`config.mk`:
```
export PLATFORM = sky130hd
export DESIGN_NAME = sm_fixmul_seq
export DESIGN_NICKNAME = d
export VERILOG_FILES = /design/src/rtl/sm_fixmul_seq.sv
export SDC_FILE = /design/constraint.sdc
export NUM_CORES = 1
export LEC_CHECK = 0
export CAP_MARGIN = 25
export CORE_ASPECT_RATIO = 1.2
export CORE_MARGIN = 2
export CORE_UTILIZATION = 27
export CTS_CLUSTER_DIAMETER = 50
export CTS_CLUSTER_SIZE = 16
export DETAILED_ROUTE_END_ITERATION = 10
export GPL_TIMING_DRIVEN = 1
export PLACE_DENSITY_LB_ADDON = 0.2
export SYNTH_ARGS = -nofsm -noshare
export SYNTH_HDL_FRONTEND = slang
export SYNTH_SLANG_ARGS = --single-unit
export TNS_END_PERCENT = 100
```
`constraint.sdc`:
```
create_clock -name clk -period 3.19 [get_ports clk]
set_input_delay 0.4785 -clock clk [delete_from_list [all_inputs] [get_ports clk]]
set_output_delay 0.4785 -clock clk [all_outputs]
set_load 0.1 [all_outputs]
```
`src/rtl/sm_fixmul_seq.sv`:
```
// rtl/sm_fixmul_seq.sv - sequential sign-magnitude fixed-point shift-add multiplier
//
// Purpose: multiplies a sign-magnitude integer (a) by a sign-magnitude Q fixed-point
// coefficient (b). Each cycle performs one shift-add step on the magnitudes. The
// product is exact: the FRAC fraction bits of b pass straight through to the result.
//
// Ports:
//   clk, rst_n           clock, synchronous active-low reset
//   in_valid / in_ready  operand handshake; in_ready is high only while idle
//   a [A_W-1:0]          sign-magnitude integer operand
//   b [B_W-1:0]          sign-magnitude fixed-point operand (FRAC fraction bits)
//   out_valid / out_ready result handshake; product is held until taken
//   product [P_W-1:0]    sign-magnitude result (FRAC fraction bits)
//   busy                 high while shift-add iterations are running
module sm_fixmul_seq #(
   parameter int A_W  = 8,
   parameter int B_W  = 12,
   parameter int FRAC = 4,
   localparam int P_W = A_W + B_W - 1
) (
   input  logic           clk,
   input  logic           rst_n,
   input  logic           in_valid,
   output logic           in_ready,
   input  logic [A_W-1:0] a,
   input  logic [B_W-1:0] b,
   output logic           out_valid,
   input  logic           out_ready,
   output logic [P_W-1:0] product,
   output logic           busy
);

   localparam int CNT_W = $clog2(B_W - 1);

   localparam logic [1:0] S_IDLE = 2'd0;
   localparam logic [1:0] S_BUSY = 2'd1;
   localparam logic [1:0] S_DONE = 2'd2;

   logic [1:0]       state;
   // Set for the single cycle after accept. The operands are already registered
   // and the datapath is cleared. The iterations start on the next cycle, so the
   // latency is a fixed B_W cycles.
   logic             loaded;
   logic [CNT_W-1:0] count;
   logic             sign;
   logic [P_W-2:0]   mcand;     // |a|, shifted left once per iteration
   logic [B_W-2:0]   mplier;    // |b|, shifted right; bit 0 is the current multiplier bit
   logic [P_W-2:0]   acc;
   logic [P_W-2:0]   acc_sum;

   logic             res_sign;
   logic [P_W-2:FRAC] res_int;
   logic [FRAC-1:0]  res_frac;

   assign acc_sum = acc + (mplier[0] ? mcand : '0);

   assign in_ready  = (state == S_IDLE) && !loaded;
   assign busy      = (state == S_BUSY);
   assign out_valid = (state == S_DONE);
   assign product   = {res_sign, res_int, res_frac};

   always_ff @(posedge clk) begin
      if (!rst_n) begin
         state    <= S_IDLE;
         loaded   <= 1'b0;
         count    <= '0;
         sign     <= 1'b0;
         mcand    <= '0;
         mplier   <= '0;
         acc      <= '0;
         res_sign <= 1'b0;
         res_int  <= '0;
         res_frac <= '0;
      end else begin
         case (state)
            S_IDLE: begin
               if (loaded) begin
                  loaded <= 1'b0;
                  state  <= S_BUSY;
               end else if (in_valid) begin
                  mcand  <= {{(P_W - A_W){1'b0}}, a[A_W-2:0]};
                  mplier <= b[B_W-2:0];
                  sign   <= a[A_W-1] ^ b[B_W-1];
                  acc    <= '0;
                  count  <= '0;
                  loaded <= 1'b1;
               end
            end
            S_BUSY: begin
               acc    <= acc_sum;
               mcand  <= mcand << 1;
               mplier <= mplier >> 1;
               count  <= count + CNT_W'(1);
               if (count == CNT_W'(B_W - 2)) begin
                  state <= S_DONE;
                  // A zero magnitude always reports a positive sign, so a product
                  // of -0 never reaches the output.
                  res_sign            <= sign & (|acc_sum);
                  {res_int, res_frac} <= acc_sum;
               end
            end
            S_DONE: begin
               if (out_ready) begin
                  state <= S_IDLE;
               end
            end
            default: begin
               state <= S_IDLE;
            end
         endcase
      end
   end

endmodule
```
## Word level (Yosys, flattened, before mapping)

Cells that the tools add are included.

| word-level totals | value |
|---|---|
| register bits | 74 |
| bits of input ports | 24 |
| output and inout port bits | 22 |
| word-level logic and storage cells | 51 |

| operators by class | value |
|---|---|
| eq/ne operators | 8 |
| mux-type cells | 19 |
| bitwise gates (word level) | 3 |
| add/subtract/negate cells | 2 |
| reductions and logical operators | 9 |

Operators with widths:

| operator | count |
|---|---|
| 2-to-1 mux 18 bit | 5 |
| one-hot mux 18 bit (2 select lines) | 2 |
| 2-to-1 mux 11 bit | 2 |
| one-hot mux 11 bit (2 select lines) | 1 |
| adder 18 bit | 1 |
| OR reduction 18 bit | 1 |
| AND reduction 3 bit | 3 |
| 2-to-1 mux 4 bit | 2 |
| one-hot mux 4 bit (2 select lines) | 1 |
| 2-to-1 mux 2 bit | 3 |
| != test 2 bit (second input constant) | 3 |
| one-hot mux 2 bit (3 select lines) | 1 |
| adder 4 x 1 -> 4 bit (second input constant) | 1 |
| == test 4 bit (second input constant) | 1 |
| != test 2 x 1 -> 1 bit (second input constant) | 2 |
| == test 2 x 1 -> 1 bit (second input constant) | 1 |
| == test 2 bit (second input constant) | 1 |
| logical NOT 2 bit | 1 |
| 2-to-1 mux 1 bit | 2 |
| AND reduction 2 bit | 1 |
| nonzero test 2 bit | 1 |
| bitwise AND 1 bit | 1 |
| logical AND 1 bit | 1 |
| logical NOT 1 bit | 1 |
| other kinds (2) | 2 |

## Logic depth before layout (Yosys ltp)

| depth | value |
|---|---|
| depth in word-level cells | 4 |
| gate-level depth with buffers | 12 |

## Worst setup path after synthesis

OpenSTA, ideal clock, no wires.

| timing path | value |
|---|---|
| kind | flip-flop to output port |
| from | register state[1] |
| to | output port in_ready |
| cell stages (with the launch flop) | 2 |
| arrival | 2.413 ns |
| path slack | 0.298 ns |
| required time | 2.711 ns |
| buffers on the path | 0 |
| cell sequence | dfxtp_1 > nor3_1 |

| between the ends | value |
|---|---|
| cells in the longest elaborated chain, start to end | 2 |

RTL lines:

| what | line | RTL |
|---|---|---|
| from (decl) | 39 | `logic [1:0] state;` |
| from (signal assigned) | 64 | `state <= S_IDLE;` |
| from (signal assigned) | 79 | `state <= S_BUSY;` |
| from (signal assigned) | 95 | `state <= S_DONE;` |
| logical NOT 2 bit | 57 | `assign in_ready = (state == S_IDLE) && !loaded;` |
| logical AND 1 bit | 57 |  |
| to (decl) | 24 | `output logic in_ready,` |

No other way between the ends.

## Worst setup path in the final report

| timing path | value |
|---|---|
| from | register mcand[0] |
| to | register res_sign |

| between the ends | value |
|---|---|
| cells in the longest elaborated chain, start to end | 4 |

RTL lines:

| what | line | RTL |
|---|---|---|
| from (decl) | 46 | `logic [P_W-2:0] mcand;` |
| from (signal assigned) | 81 | `mcand <= {{(P_W - A_W){1'b0}}, a[A_W-2:0]};` |
| from (signal assigned) | 91 | `mcand <= mcand << 1;` |
| 2-to-1 mux 18 bit | 55 | `assign acc_sum = acc + (mplier[0] ? mcand : '0);` |
| adder 18 bit | 55 |  |
| OR reduction 18 bit | 98 | `res_sign <= sign & (\|acc_sum);` |
| bitwise AND 1 bit | 98 |  |
| to (signal assigned) | 98 |  |
| to (decl) | 51 | `logic res_sign;` |

No other way between the ends.
A chain may end at the register's enable or synchronous reset.

==> results.py <==
metrics = {
    "run_status": {
        "status": "complete, no violations",
    },
    "drt": {
        "antenna_left": 0,
        "wire_per_inst_um": 14.6,
        "drcViolationCount": 0,
        "vias": 3272,
        "drt_iter0_markers": 123,
        "drt_pass1_iterations": 4,
        "vias_per_cell": 4.91,
        "wirelength_mm": 9.71,
    },
    "clocking": {
        "cts-root-buf": "clkbuf_16",
        "clkTransAtPathRegs_ns": 0.06,
        "cts.htree.levels": 3,
        "clockBufferDepth": 2,
        "clock_sinks": 74,
        "cts_tree": "done",
        "cts_setup_buffers": 0,
        "cts_made_buffers": 9,
        "clk_latency_ns": 0.34,
    },
    "pwr": {
        "vdd_drop_max_v": 0.000243,
        "p_leak_nw": 1.87,
        "power.density_nw_per_um2": 467,
    },
    "synth": {
        "synthFlopType": "dfxtp_1",
        "syn-num-nets": 496,
        "async_reset_ff_share_pct": 0,
        "postSynthCellCount": 452,
        "synth.distinct_cells": 49,
        "yosysTopAreaCellShare_pct": 40.1,
        "synth-edff-count": 0,
        "mappedNetlistArea_um2": 3690,
        "ys_ff_latch": 74,
        "seq_area_frac_synth_pct": 40.1,
        "avgSynthCellArea_um2": 8.17,
        "synth_area_leaders": "dfxtp_1, nor2_1, ha_1, a22oi_1, a21oi_1",
        "synth_warnings": 0,
        "yosys.area.top_type": "dfxtp_1",
    },
    "placement": {
        "dp_slack_ns": 0.226,
        "post-dp-hpwl_mm": 6.78,
        "io_buffers": 45,
        "routabilityCongestion": 0.777,
    },
    "cells_and_area": {
        "fill_cells": 1406,
        "syn_to_final_growth_pct": 24.2,
        "mostFrequentLayoutCells": "nor2_1, dfxtp_1, nand2_1",
        "drive_above_1_share_pct": 11.2,
        "nNetsFinal": 538,
        "final_common_cell": "nor2_1",
        "num_antenna_cells": 0,
    },
    "critical_path": {
        "critical_path_class": "flop to flop",
        "cpPeakStageDelay_ns": 0.45,
        "slowest_stage": "fa_1",
        "crit_chain": "and2_1, ha_1, fa_1, a211oi_2, nor2_1, o21ai_0, nand2b_1, xor2_1, nor4_1, nand3b_1, nor4_2, a31oi_1",
        "crit_path_max_fanout": 3,
        "critPathBufInv": 0,
        "start_kind": "flop",
        "cp-end-kind": "flop",
        "rrSetupSlack_ns": 0.23,
        "required_ns": 3.40,
        "critPathTopFamily": "simple AND/OR/NAND/NOR gates",
        "arrival_ns": 3.17,
    },
    "floorplan": {
        "num_io_pins": 46,
        "dieWidth_um": 111,
        "dieArea_um2": 14600,
        "rows": 46,
        "core_um2": 13300,
        "start_util_pct": 27.8,
        "fp.dieH_um": 132,
    },
    "global_route": {
        "grt_pass1_vias": 3342,
        "antenna_found_initial": 0,
        "grtUsageTotal_pct": 13.6,
        "grt_first_pass_wirelength_mm": 16.3,
        "grt_overflow": 0,
        "grt_max_degree": 37,
    },
    "timing": {
        "fin_crit_ns": 2.96,
        "period_share_pct": 92.7,
        "tns_ns": 0,
        "max_slew_margin_pct": 35.9,
        "fmax_ghz": 0.338,
        "fin_skew_ns": 0.00703,
        "finalSetupViolations": 0,
        "fin_ws_ns": 0.232,
        "report.final.slew_viol_count": 0,
        "rsz0062_at_grt": "no",
        "finalHoldViolations": 0,
        "tightest_slew_ns": 0.959,
    },
    "run": {
        "drv_cap": 0,
    },
    "worst_hold_path": {
        "hp-class": "flop to flop",
    },
}
-- synth_stat cells, types with 2 or more instances --
master / instances
a21o_1: 5
a2111oi_0: 2
nand2b_1: 5
or3_1: 2
clkbuf_1: 24
xnor2_1: 6
a22oi_1: 29
and3_1: 2
a31oi_1: 2
inv_1: 5
xor2_1: 8
dfxtp_1: 74
nor2_1: 99
ha_1: 19
and2_1: 20
o221ai_1: 16
nand2_1: 39
o21ai_0: 11
nand3_1: 3
a21oi_1: 30
nor3_1: 12
nor2b_1: 3
a211oi_1: 8
o21a_1: 3
-- timing repair --
action | in CTS | in global routing
endpoints found under the setup margin | 0 | 1
hold buffers | 0 | 0
resized for setup | 0 | 1
-- worst reg2reg max path, delay by kind of cell, from the launching register on --
family / cells / cell delay [ns]
flip-flops: 1 / 0.32
XOR/XNOR: 1 / 0.18
AO/OA/AOI/OAI: 3 / 0.63
AND/OR/NAND/NOR: 6 / 1.04
adder cells (fa/ha/maj): 2 / 0.66
-- sequential cells by signal (all words and copies together), names as in the netlist --
signal and cells:
mcand 18, mplier 11, acc 18, res_int 14
loaded 1, state 2, sign 1, count 4
res_frac 4, res_sign 1
-- per-stage QoR --
stage / hold WS, ns / cells / power (mW) / util, % / instance area, um^2
after floorplan: 0.441 / 452 / 1.14 / - / 3690
after global placement: 0.445 / 651 / 1.23 / 32.4 / 4310
after detailed placement: 0.449 / 651 / 1.23 / 32.4 / 4310
after CTS: 0.457 / 667 / 2.17 / 34.5 / 4580
after global routing: 0.475 / 667 / 2.24 / 34.5 / 4590
final: 0.453 / 667 / 2.14 / 34.5 / 4590
-- cell families after synthesis --
| family | synth area share (%) |
|---|---|
| AO/OA/AOI/OAI | 22.1 |
| adder cells (fa/ha/maj) | 6.98 |
| flip-flops | 40.1 |
| multiplexers | 0.271 |
| XOR/XNOR | 3.32 |
| buffers and inverters | 3.39 |
| AND/OR/NAND/NOR | 23.8 |
-- power breakdown --
part | internal [mW] | total (mW) | switching [mW]
registers | 0.956 | 0.977 | 0.0214
clock network | 0.548 | 0.930 | 0.382
logic | 0.0911 | 0.235 | 0.144
-- final timing paths --
| check | from | end | cells after the start |
|---|---|---|---|
| setup / recovery | mcand[0]$_SDFFE_PN0P_ | res_sign$_SDFFE_PN0P_ | 12 |
| hold / removal | res_int[6]$_SDFFE_PN0P_ | res_int[6]$_SDFFE_PN0P_ | 2 |
| setup reg to reg | mcand[0]$_SDFFE_PN0P_ | res_sign$_SDFFE_PN0P_ | 12 |
| hold reg to reg | res_int[6]$_SDFFE_PN0P_ | res_int[6]$_SDFFE_PN0P_ | 2 |
-- routing by layer --
layer  GRT usage [%]  share of wire (%)
met5               0                  0
met4            5.97                1.5
met1            16.7                 48
met2            22.9                 46
met3            3.22                4.3
-- area by class of cell --
| class | count | area (um^2) | share of cell area (%) |
|---|---|---|---|
| Inverter | 6 | 22.5 | 0.491 |
| Timing Repair Buffer | 57 | 513 | 11.2 |
| Clock inverter | 2 | 12.5 | 0.273 |
| Sequential cell | 74 | 1480 | 32.3 |
| Tap cell | 168 | 210 | 4.58 |
| Clock buffer | 14 | 254 | 5.54 |
| Multi-Input combinational cell | 346 | 2090 | 45.6 |
Note: power is estimated with default switching activity, not from simulation.
